## config.mk

```make
export PLATFORM = sky130hd
export DESIGN_NAME = reg_write_arbiter_flat
export DESIGN_NICKNAME = d
export VERILOG_FILES = /design/src/rtl/reg_write_arbiter_if.sv /design/src/rtl/reg_write_arbiter.sv /design/src/flat_wrapper.sv
export SDC_FILE = /design/constraint.sdc
export NUM_CORES = 1
export LEC_CHECK = 0
export CAP_MARGIN = 20
export CORE_MARGIN = 5
export CORE_UTILIZATION = 34
export DETAILED_ROUTE_END_ITERATION = 16
export PLACE_DENSITY = 0.78
export SYNTH_ARGS = -nofsm -noshare
export SYNTH_HDL_FRONTEND = slang
export SYNTH_SLANG_ARGS = --single-unit
```

## constraint.sdc

```tcl
create_clock -name i_Clk -period 1.53 [get_ports i_Clk]
set_input_delay 0.306 -clock i_Clk [delete_from_list [all_inputs] [get_ports i_Clk]]
set_output_delay 0.306 -clock i_Clk [all_outputs]
set_load 0.02 [all_outputs]
```

## src/rtl/reg_write_arbiter_if.sv

```systemverilog
// Write-request handshake and register-file write bus shared by the arbiter
// and its two writeback requesters (A = ALU, B = load).
interface reg_write_arbiter_if;
    logic        ReqA_Valid;
    logic [4:0]  ReqA_Reg;
    logic [31:0] ReqA_Data;
    logic        ReqA_Ready;
    logic        ReqB_Valid;
    logic [4:0]  ReqB_Reg;
    logic [31:0] ReqB_Data;
    logic        ReqB_Ready;
    logic        RegWrite;
    logic [4:0]  WriteRegister;
    logic [31:0] WriteData;
    logic        InitDone;

    modport slave (
        input  ReqA_Valid, ReqA_Reg, ReqA_Data,
        input  ReqB_Valid, ReqB_Reg, ReqB_Data,
        output ReqA_Ready, ReqB_Ready,
        output RegWrite, WriteRegister, WriteData, InitDone
    );

    modport master (
        output ReqA_Valid, ReqA_Reg, ReqA_Data,
        output ReqB_Valid, ReqB_Reg, ReqB_Data,
        input  ReqA_Ready, ReqB_Ready,
        input  RegWrite, WriteRegister, WriteData, InitDone
    );
endinterface

```

## src/rtl/reg_write_arbiter.sv

```systemverilog
// Two-port register-file write arbiter: clears NUM_REGS entries after reset,
// then grants A/B writebacks with round-robin on contention, 1-cycle write latency.
module reg_write_arbiter #(
    parameter int NUM_REGS = 32
) (
    input  logic            i_Clk,
    input  logic            i_Reset,
    reg_write_arbiter_if.slave bus
);
    typedef enum logic {S_CLEAR = 1'b0, S_RUN = 1'b1} state_t;

    localparam logic [4:0] LAST_REG = 5'(NUM_REGS - 1);

    state_t      r_state, w_state_nxt;
    logic [4:0]  r_cnt;
    logic        r_prio;            // 0 = A preferred, 1 = B preferred
    logic        r_we, r_done;
    logic [4:0]  r_addr;
    logic [31:0] r_data;

    logic        w_ready_a, w_ready_b, w_prio_nxt;
    logic        w_we, w_done;
    logic [4:0]  w_addr;
    logic [31:0] w_data;

    always_ff @(posedge i_Clk) begin
        if (i_Reset) r_state <= S_CLEAR;
        else         r_state <= w_state_nxt;
    end

    always_comb begin
        w_state_nxt = r_state;
        if (r_state == S_CLEAR && r_cnt == LAST_REG) w_state_nxt = S_RUN;
    end

    always_comb begin
        w_ready_a  = 1'b0;
        w_ready_b  = 1'b0;
        w_prio_nxt = r_prio;
        w_we       = 1'b0;
        w_addr     = r_addr;
        w_data     = r_data;
        w_done     = r_done;
        case (r_state)
            S_CLEAR: begin
                w_we   = 1'b1;
                w_addr = r_cnt;
                w_data = '0;
                w_done = (r_cnt == LAST_REG);
            end
            S_RUN: begin
                w_done    = 1'b1;
                w_ready_a = bus.ReqA_Valid && (!bus.ReqB_Valid || !r_prio);
                w_ready_b = bus.ReqB_Valid && (!bus.ReqA_Valid ||  r_prio);
                // Every contended cycle transfers, so the pointer flips to the loser.
                if (bus.ReqA_Valid && bus.ReqB_Valid) w_prio_nxt = w_ready_a;
                if (w_ready_a && bus.ReqA_Reg != 5'd0) begin
                    w_we   = 1'b1;
                    w_addr = bus.ReqA_Reg;
                    w_data = bus.ReqA_Data;
                end else if (w_ready_b && bus.ReqB_Reg != 5'd0) begin
                    w_we   = 1'b1;
                    w_addr = bus.ReqB_Reg;
                    w_data = bus.ReqB_Data;
                end
            end
            default: ;
        endcase
        if (i_Reset) begin
            w_ready_a = 1'b0;
            w_ready_b = 1'b0;
        end
    end

    always_ff @(posedge i_Clk) begin
        if (i_Reset) begin
            r_cnt  <= '0;
            r_prio <= 1'b0;
            r_we   <= 1'b0;
            r_addr <= '0;
            r_data <= '0;
            r_done <= 1'b0;
        end else begin
            if (r_state == S_CLEAR && r_cnt != LAST_REG) r_cnt <= r_cnt + 5'd1;
            r_prio <= w_prio_nxt;
            r_we   <= w_we;
            r_addr <= w_addr;
            r_data <= w_data;
            r_done <= w_done;
        end
    end

    assign bus.ReqA_Ready    = w_ready_a;
    assign bus.ReqB_Ready    = w_ready_b;
    assign bus.RegWrite      = r_we;
    assign bus.WriteRegister = r_addr;
    assign bus.WriteData     = r_data;
    assign bus.InitDone      = r_done;
endmodule

```

## src/flat_wrapper.sv

```systemverilog
// flat-port wrapper written by rule: the top's interface ports become plain ports
module reg_write_arbiter_flat 
#(
    parameter int NUM_REGS = 32
)
  (i_Clk, i_Reset, bus_ReqA_Valid, bus_ReqA_Reg, bus_ReqA_Data, bus_ReqB_Valid, bus_ReqB_Reg, bus_ReqB_Data, bus_ReqA_Ready, bus_ReqB_Ready, bus_RegWrite, bus_WriteRegister, bus_WriteData, bus_InitDone);
  reg_write_arbiter_if bus_i ();
  input  logic i_Clk;
  input  logic i_Reset;
  input wire logic [$bits(bus_i.ReqA_Valid)-1:0] bus_ReqA_Valid;
  input wire logic [$bits(bus_i.ReqA_Reg)-1:0] bus_ReqA_Reg;
  input wire logic [$bits(bus_i.ReqA_Data)-1:0] bus_ReqA_Data;
  input wire logic [$bits(bus_i.ReqB_Valid)-1:0] bus_ReqB_Valid;
  input wire logic [$bits(bus_i.ReqB_Reg)-1:0] bus_ReqB_Reg;
  input wire logic [$bits(bus_i.ReqB_Data)-1:0] bus_ReqB_Data;
  output wire logic [$bits(bus_i.ReqA_Ready)-1:0] bus_ReqA_Ready;
  output wire logic [$bits(bus_i.ReqB_Ready)-1:0] bus_ReqB_Ready;
  output wire logic [$bits(bus_i.RegWrite)-1:0] bus_RegWrite;
  output wire logic [$bits(bus_i.WriteRegister)-1:0] bus_WriteRegister;
  output wire logic [$bits(bus_i.WriteData)-1:0] bus_WriteData;
  output wire logic [$bits(bus_i.InitDone)-1:0] bus_InitDone;
  assign bus_i.ReqA_Valid = bus_ReqA_Valid;
  assign bus_i.ReqA_Reg = bus_ReqA_Reg;
  assign bus_i.ReqA_Data = bus_ReqA_Data;
  assign bus_i.ReqB_Valid = bus_ReqB_Valid;
  assign bus_i.ReqB_Reg = bus_ReqB_Reg;
  assign bus_i.ReqB_Data = bus_ReqB_Data;
  assign bus_ReqA_Ready = bus_i.ReqA_Ready;
  assign bus_ReqB_Ready = bus_i.ReqB_Ready;
  assign bus_RegWrite = bus_i.RegWrite;
  assign bus_WriteRegister = bus_i.WriteRegister;
  assign bus_WriteData = bus_i.WriteData;
  assign bus_InitDone = bus_i.InitDone;
  reg_write_arbiter #(.NUM_REGS(NUM_REGS)) u_core (.i_Clk(i_Clk), .i_Reset(i_Reset), .bus(bus_i));
endmodule
```

==> key figures, run 1 <==
Layout
  – Share of layout cells above drive strength 1: 30.5%
  – Fill cells: 584
  – N_diodes: 0
  – Register area: 926 µm²
  – Area grow syn2layout: 81.2%
  – Area occupied by multi-input gates: roughly 0.0012 mm²
  – NumNets Final: 498
  – Final instance area: 0.00425 mm²

Logic synthesis
  – Post-Synth Simple-Gate Area: between 10% and 20%
  – Top FF cell, synth: dfxtp_1
  – Synth Area in XOR/XNOR: 1.49%
  – Multiplexer area fraction after synthesis: 0%
  – Synthesized cell area: around 0.0023 mm²
  – Largest family of logic cells by synthesized area: compound AO/OA/AOI/OAI gates
  – Cell taking the most area after synthesis: dfxtp_1
  – Complex-gate fraction of the synthesized area: 29.1%
  – Ys async rst share: 0%
  – Post-Synth Adder-Cell Area: 1.07%
  – EDFF count, synth: 0
  – Syn Area/Cell: 8.99 µm²
  – Yosys top cell area share: 39.2%
  – Seq/Total Area, Yosys: 39.2%
  – Syn nets: 341
  – Synth Register Bits: 46
  – Synth warnings: 0
  – Cell variety after synth: 37
  – Top-count cell post-synth: inv_1
  – Dominant cells by area after synthesis: dfxtp_1 (39%), o221ai_2 (19%), inv_1 (10%), nand2_1 (6.6%), buf_6 (2.9%)
  – Synth cell count leaders: inv_1 (65), dfxtp_1 (46), nand2_1 (41)
  – Syn Inst Count: 261

Floorplan
  – Placeable Area: 0.00676 mm²
  – Die Area: 0.00867 mm²
  – Chip width: 93.1 µm
  – Std cell rows: 30
  – Top-Level Pins: 119
  – Initial Util: a little over a third
  – DIE HEIGHT: slightly above 90 µm

Clocking
  – Clock buffer depth: 2
  – Hold buffers post-CTS: 0
  – H-tree Lvls: 2
  – Root Driver: clkbuf_8
  – CTS tree: done
  – Reg clk slew, reported paths: 0.09 ns
  – Worst-Skew Late Latency: 0.29 ns
  – CTS Buf Count: 5
  – Clock sinks: 46

Power and ir drop
  – Comb pwr share: between 10% and 20%
  – Sw Ratio: between 20 and 25%
  – P_sw: 0.556 mW
  – Max IR drop VDD: 0.000332 V
  – P_leak: 1.85 nW
  – Clock share of power: a little over a third
  – Sequential share of power: 48.7%
  – Power Total: 2.51 mW
  – Pwr Density: 589 mW/mm²
  – Int Power: 1.95 mW

Worst setup path
  – Critical path fanouts, max: 6
  – Critical Path RT: 1.72 ns
  – Crit Path Category: input pin to register
  – Crit start category: input pin
  – Setup crit end kind: register
  – Gate family responsible for the most delay along the worst path: simple AND/OR/NAND/NOR gates
  – CP most frequent cell: buf_6
  – Arrival @ worst endpoint: 1.76 ns
  – Buffer and inverter count on the worst path: 4
  – Worst path max stage delay: 0.54 ns
  – Crit path max-delay cell type: or4_4
  – Worst path cell trace: buf_6 > or4_4 > buf_6 > o21ai_4 > buf_4 > buf_6 > a221oi_1 > a211o_1

Timing
  – Hold_ws: 0.471 ns
  – Max Clock Skew: 0.00434 ns
  – Slew Limit Fails: 0
  – Sum Neg Setup Slack: -0.675 ns
  – Slew headroom: 73.6%
  – Fmax: about 630 MHz
  – Tmin final: 1.58 ns
  – Final setup margin: -0.0483 ns
  – Unrepaired setup endpoints after global routing: true
  – Slew at the pin closest to its max-slew limit: 0.395 ns
  – Final number of hold-violating endpoints: 0
  – # setup viols final: 28
  – Tcrit/Tclk final: 103%

Flow run
  – Max Cap Viol: 0

Routing
  – Total number of vias: around 2400
  – Iteration-0 DRC Markers: 47
  – Post-route ant nets: 0
  – Drt pass-1 iters: 4
  – Final WL: 7.88 mm
  – DR DRC count: 0
  – Vias per Instance: between 4 and 5
  – WL per Instance: 15.8 µm

Global route
  – Pin count of the biggest net entering global routing: 20
  – GRT Util Overall: 17.3%
  – First-pass GRT wire length: 11.9 mm
  – Initial antenna violation count: 0
  – Vias in the first global route: 2413
  – Grt ovf: 0

Placed design
  – Final Wtd Congestion: 0.840
  – Post-DP Area: 0.00379 mm²
  – Pre-CTS setup slack: -0.563 ns
  – IO buf count: roughly 120
  – Post-DP HPWL: 5.31 mm

Run status
  – Outcome: complete, but fails checks
  – Violated checks: negative setup slack

Worst hold path
  – Hold Crit Class: input pin to register
## final timing paths
check	startpoint	end	slack, ns	depth (start not counted)
setup / recovery	bus_ReqA_Reg[0]	u_core.bus.WriteRegister[4]$_SDFFE_PP0P_	-0.05	8
hold reg to reg	u_core.bus.WriteData[5]$_SDFFE_PP0P_	u_core.bus.WriteData[5]$_SDFFE_PP0P_	0.51	2
hold / removal	bus_ReqB_Reg[1]	u_core.bus.WriteRegister[1]$_SDFFE_PP0P_	0.47	4
setup reg to reg	u_core.r_state$_SDFFE_PP0P_	u_core.bus.WriteData[14]$_SDFFE_PP0P_	0.04	4
## worst register-to-register path: stages (launching register included)
cell	delay, ns
dfxtp_2	0.36
nand2b_1	0.11
or3_2	0.57
buf_12	0.20
o221ai_2	0.17
## layer usage
layer  track usage (%)  wire length (µm)  up-vias
li1                  -                 -     1193
met1              20.0              3260     1130
met2              32.0              4130       77
met3              3.86               429        4
met4              4.52                61        0
met5                 0                 0        -
## cell families (layout without fill, tap and decap cells)
kind of cell	after synthesis	after routing
AO/OA/AOI/OAI	58	58
XOR/XNOR	4	4
adder cells (fa/ha/maj)	2	2
buffers and inverters	80	238
flip-flops	46	46
AND/OR/NAND/NOR	71	71
## state kept, by name, summed over array words and instances (netlist names)
signal / count
u_core.bus.InitDone: 1
u_core.bus.RegWrite: 1
u_core.bus.WriteData: 32
u_core.bus.WriteRegister: 5
u_core.r_cnt: 5
u_core.r_prio: 1
u_core.r_state: 1
## layout make-up
| cell class | count | area share, % |
|---|---|---|
| timing repair buffer | 165 | 38.7 |
| multi-input combinational | 135 | 28.9 |
| tap | 80 | 2.35 |
| inverter | 65 | 5.74 |
| sequential | 46 | 21.8 |
| clock inverter | 3 | 0.941 |
| clock buffer | 5 | 1.62 |
## per-stage QoR
step           cells  util [%]
2_1_floorplan    261         -
3_3_place_gp     473      56.1
3_5_place_dp     473      56.1
4_1_cts          498      61.6
5_1_grt          499      63.0
6_report         499      63.0
## power by group through the flow
stage	clock (mW)	sequential [mW]	combinational [mW]
global route	0.963	1.22	0.424
CTS	0.917	1.22	0.383
floorplan	0	1.25	0.0844
finish	0.889	1.22	0.397
detailed placement	0	1.24	0.368
global placement	0	1.24	0.363
## placed cells by master, fill, tap and decap left out, drive strengths merged
| cell type | netlist | layout |
|---|---|---|
| o31ai | 4 | 4 |
| a22oi | 4 | 4 |
| nand2 | 41 | 41 |
| and2b | 1 | 1 |
| dlygate4sd2 | 0 | 41 |
| bufinv | 0 | 1 |
| nor3b | 5 | 5 |
| o211a | 1 | 1 |
| inv | 65 | 65 |
| nor2 | 14 | 14 |
| and3 | 1 | 1 |
| nand4 | 1 | 1 |
| a21bo | 1 | 1 |
| a21oi | 3 | 3 |
| o41ai | 1 | 1 |
| ha | 2 | 2 |
| dlymetal6s2s | 0 | 1 |
| o21ai | 4 | 4 |
| xnor2 | 1 | 1 |
| a211o | 1 | 1 |
| a31oi | 4 | 4 |
| xor2 | 3 | 3 |
| or4 | 2 | 2 |
| buf | 9 | 54 |
| clkdlybuf4s15 | 0 | 2 |
| or3 | 1 | 1 |
| clkbuf | 6 | 6 |
| clkdlybuf4s50 | 0 | 66 |
| and2 | 2 | 2 |
| o221ai | 33 | 33 |
| nand3 | 2 | 2 |
| a21boi | 1 | 1 |
| a221oi | 1 | 1 |
| clkinv | 0 | 2 |
| nand2b | 1 | 1 |
| dfxtp | 46 | 46 |
## what timing repair did
action	CTS	global route
endpoints found under the setup margin	79	46
pin swaps	12	10
gates resized for setup	105	26
buffers inserted	11	3
cloned	6	1
No activity file was read; power rests on OpenSTA's default activity.
==> run 2: changes to the inputs <==
Settings changed: CORE_UTILIZATION 34 to 36, PLACE_DENSITY 0.78 to 0.8, TNS_END_PERCENT set to 10.
==> key figures, run 2 (same netlist as run 1, synthesis figures left out) <==
Layout
  – NumNets Final: 494 (-0.80%)
  – Fill cells: 545 (-6.7%)
  – Register area: 925 µm² (-0.14%)
  – Final instance area: 0.00412 mm² (-3.2%)
  – Most frequent cells in the layout: inv_1 (65), clkdlybuf4s50_1 (65), dfxtp_1 (43)
  – Area grow syn2layout: 75.5%
  – N_diodes: 0 (unchanged)
  – Share of layout cells above drive strength 1: 26.3% (-4.3 points)
  – Max reg flops: 32 (unchanged)
  – Area occupied by multi-input gates: 0.00115 mm² (-6.6%)

Worst setup path
  – Crit start category: input pin
  – Setup crit end kind: register
  – Arrival @ worst endpoint: 1.82 ns (+0.06 ns)
  – R2R depth: 7 (+3)
  – Critical path fanouts, max: 7 (+1)
  – Worst reg-to-reg setup slack: 0.06 ns (+0.02 ns)
  – Critical Path RT: 1.75 ns (+0.03 ns)
  – Crit Path Category: input pin to register

Global route
  – Met3 GRT Util: 4.00% (+0.14 points)
  – Pin count of the biggest net entering global routing: 31 (+55%)
  – Grt ovf: 0 (unchanged)
  – Initial antenna violation count: 0 (unchanged)
  – Most Crowded Layer GR: met2
  – Met2 Use GR: 31.7% (-0.31 points)
  – First-pass GRT wire length: 11.9 mm (-0.63%)
  – GRT Util Overall: 17.6% (+0.28 points)
  – Vias in the first global route: 2393 (-0.83%)
  – Met1 usage in global routing: 20.9% (+0.98 points)

Power and ir drop
  – Max IR drop VDD: 0.000417 V (+25%)
  – P_leak: 1.83 nW (-1.2%)
  – Pwr Density: 604 mW/mm² (+2.6%)

Placed design
  – Post-DP HPWL: 5.31 mm (about the same)
  – IO buf count: 118 (unchanged)
  – Post-DP Area: 0.00379 mm² (about the same)
  – Final Wtd Congestion: 0.844 (+0.45%)

Timing
  – Tmin final: 1.60 ns (+0.0232 ns)
  – # setup viols final: 32 (+14%)
  – Unrepaired setup endpoints after global routing: true
  – Final setup margin: -0.0715 ns (-0.0232 ns)
  – Fmax: 624 MHz (-1.4%)
  – Slew Limit Fails: 0 (unchanged)
  – Final number of hold-violating endpoints: 0 (unchanged)
  – Max Clock Skew: 0.0108 ns (+0.00645 ns)
  – Tcrit/Tclk final: 105% (+1.5 points)
  – Slew headroom: 81.5% (+7.9 points)
  – Slew at the pin closest to its max-slew limit: 0.274 ns (-0.121 ns)
  – Sum Neg Setup Slack: -1.26 ns (-0.582 ns)

Floorplan
  – Die Area: 0.00823 mm² (-5.0%)
  – DIE HEIGHT: 90.7 µm (-2.5%)
  – Placeable Area: 0.00635 mm² (-6.0%)
  – Std cell rows: 29 (-3.3%)
  – Top-Level Pins: 119 (unchanged)
  – Chip width: 90.7 µm (-2.5%)
  – Initial Util: 37.0% (+2.2 points)

Clocking
  – H-tree Lvls: 2 (unchanged)
  – Reg clk slew, reported paths: 0.08 ns (about the same)
  – Worst-Skew Late Latency: 0.30 ns (about the same)
  – CTS Buf Count: 5 (unchanged)
  – Clock sinks: 46 (unchanged)
  – CTS tree: done
  – Clock buffer depth: 2 (unchanged)
  – Root Driver: clkbuf_8
  – Hold buffers post-CTS: 0 (unchanged)

Worst hold path
  – Cell depth of the worst hold path: 3 (-1)
  – Hold Crit Class: input pin to register

Routing
  – Final WL: 7.35 mm (-6.7%)
  – Vias per Instance: 4.81 (about the same)
  – DR DRC count: 0 (unchanged)
  – Iteration-0 DRC Markers: 57 (+21%)
  – WL per Instance: 14.9 µm (-5.4%)
  – Post-route ant nets: 0 (unchanged)
  – Drt pass-1 iters: 4 (unchanged)
  – Total number of vias: 2368 (-1.5%)

Run status
  – Outcome: complete, but fails checks
  – Violated checks: negative setup slack

Flow run
  – Max Cap Viol: 0 (unchanged)
run 2: cell count changes in the layout (fill, tap and decap cells not counted), moves of 3 or more:
cell / change
a31oi_1: +3
buf_4: +3
buf_6: -5
nand2_1: +5
nand2_2: -5
run 2: worst paths after layout:
check | startpoint | to
hold / removal | bus_ReqA_Reg[3] | u_core.bus.WriteRegister[3]$_SDFFE_PP0P_
hold reg to reg | u_core.bus.WriteData[8]$_SDFFE_PP0P_ | u_core.bus.WriteData[8]$_SDFFE_PP0P_
setup / recovery | bus_ReqA_Reg[1] | u_core.bus.WriteData[24]$_SDFFE_PP0P_
setup reg to reg | u_core.r_cnt[1]$_SDFFE_PP0P_ | u_core.r_cnt[3]$_SDFFE_PP0P_
run 2: cell type report:
cell class              count  area share [%]
well taps                  77            2.34
inverters                  65            5.92
clock buffers               5            1.67
flip-flops and latches     46            22.4
repair buffers            161            38.8
multi-input cells         135            27.8
clock inverters             3           0.972
run 2: what timing repair did:
item,4_1_cts,5_1_grt
gates cloned,5,0
pin swaps,7,6
endpoints found under the setup margin,78,44
resized for setup,93,16
setup buffers,6,1
run 2: through the flow:
stage | hold slack [ns] | util [%] | total power, mW | instances | setup WS [ns]
6_report | 0.369 | 64.9 | 2.49 | 492 | -0.0715
5_1_grt | 0.381 | 64.9 | 2.61 | 492 | -0.0974
4_1_cts | 0.375 | 63.9 | 2.50 | 491 | -0.103
3_5_place_dp | 0.504 | 59.8 | 1.61 | 472 | -0.583
3_3_place_gp | 0.485 | 59.8 | 1.60 | 472 | -0.568
2_1_floorplan | 0.422 | - | 1.34 | 261 | -0.0838
run 2: report_power, final:
group          leakage (nW)  switching, mW  total, mW  internal, mW
clock                0.0579          0.409      0.890         0.481
sequential            0.373        0.00996       1.22          1.21
combinational          1.40          0.127      0.380         0.253
total                  1.83          0.546       2.49          1.94
run 2: worst max-delay path: stages:
cell and delay (ns):
buf_6 0.09, or4_4 0.53, buf_6 0.13, o21ai_4 0.15, nand3_4 0.21, buf_12 0.22, o221ai_2 0.17
run 2: routing by layer:
metal	share of wire, %	vias up
met1	40	1095
met5	0	-
li1	-	1185
met4	1.0	0
met2	51	82
met3	7.2	6
==> run 3: changes to the inputs <==
Settings changed: CAP_MARGIN 20 to unset, CTS_CLUSTER_DIAMETER set to 100.
==> results of run 3 <==
No change in the layout: final DEF, timing and power equal those of run 2.
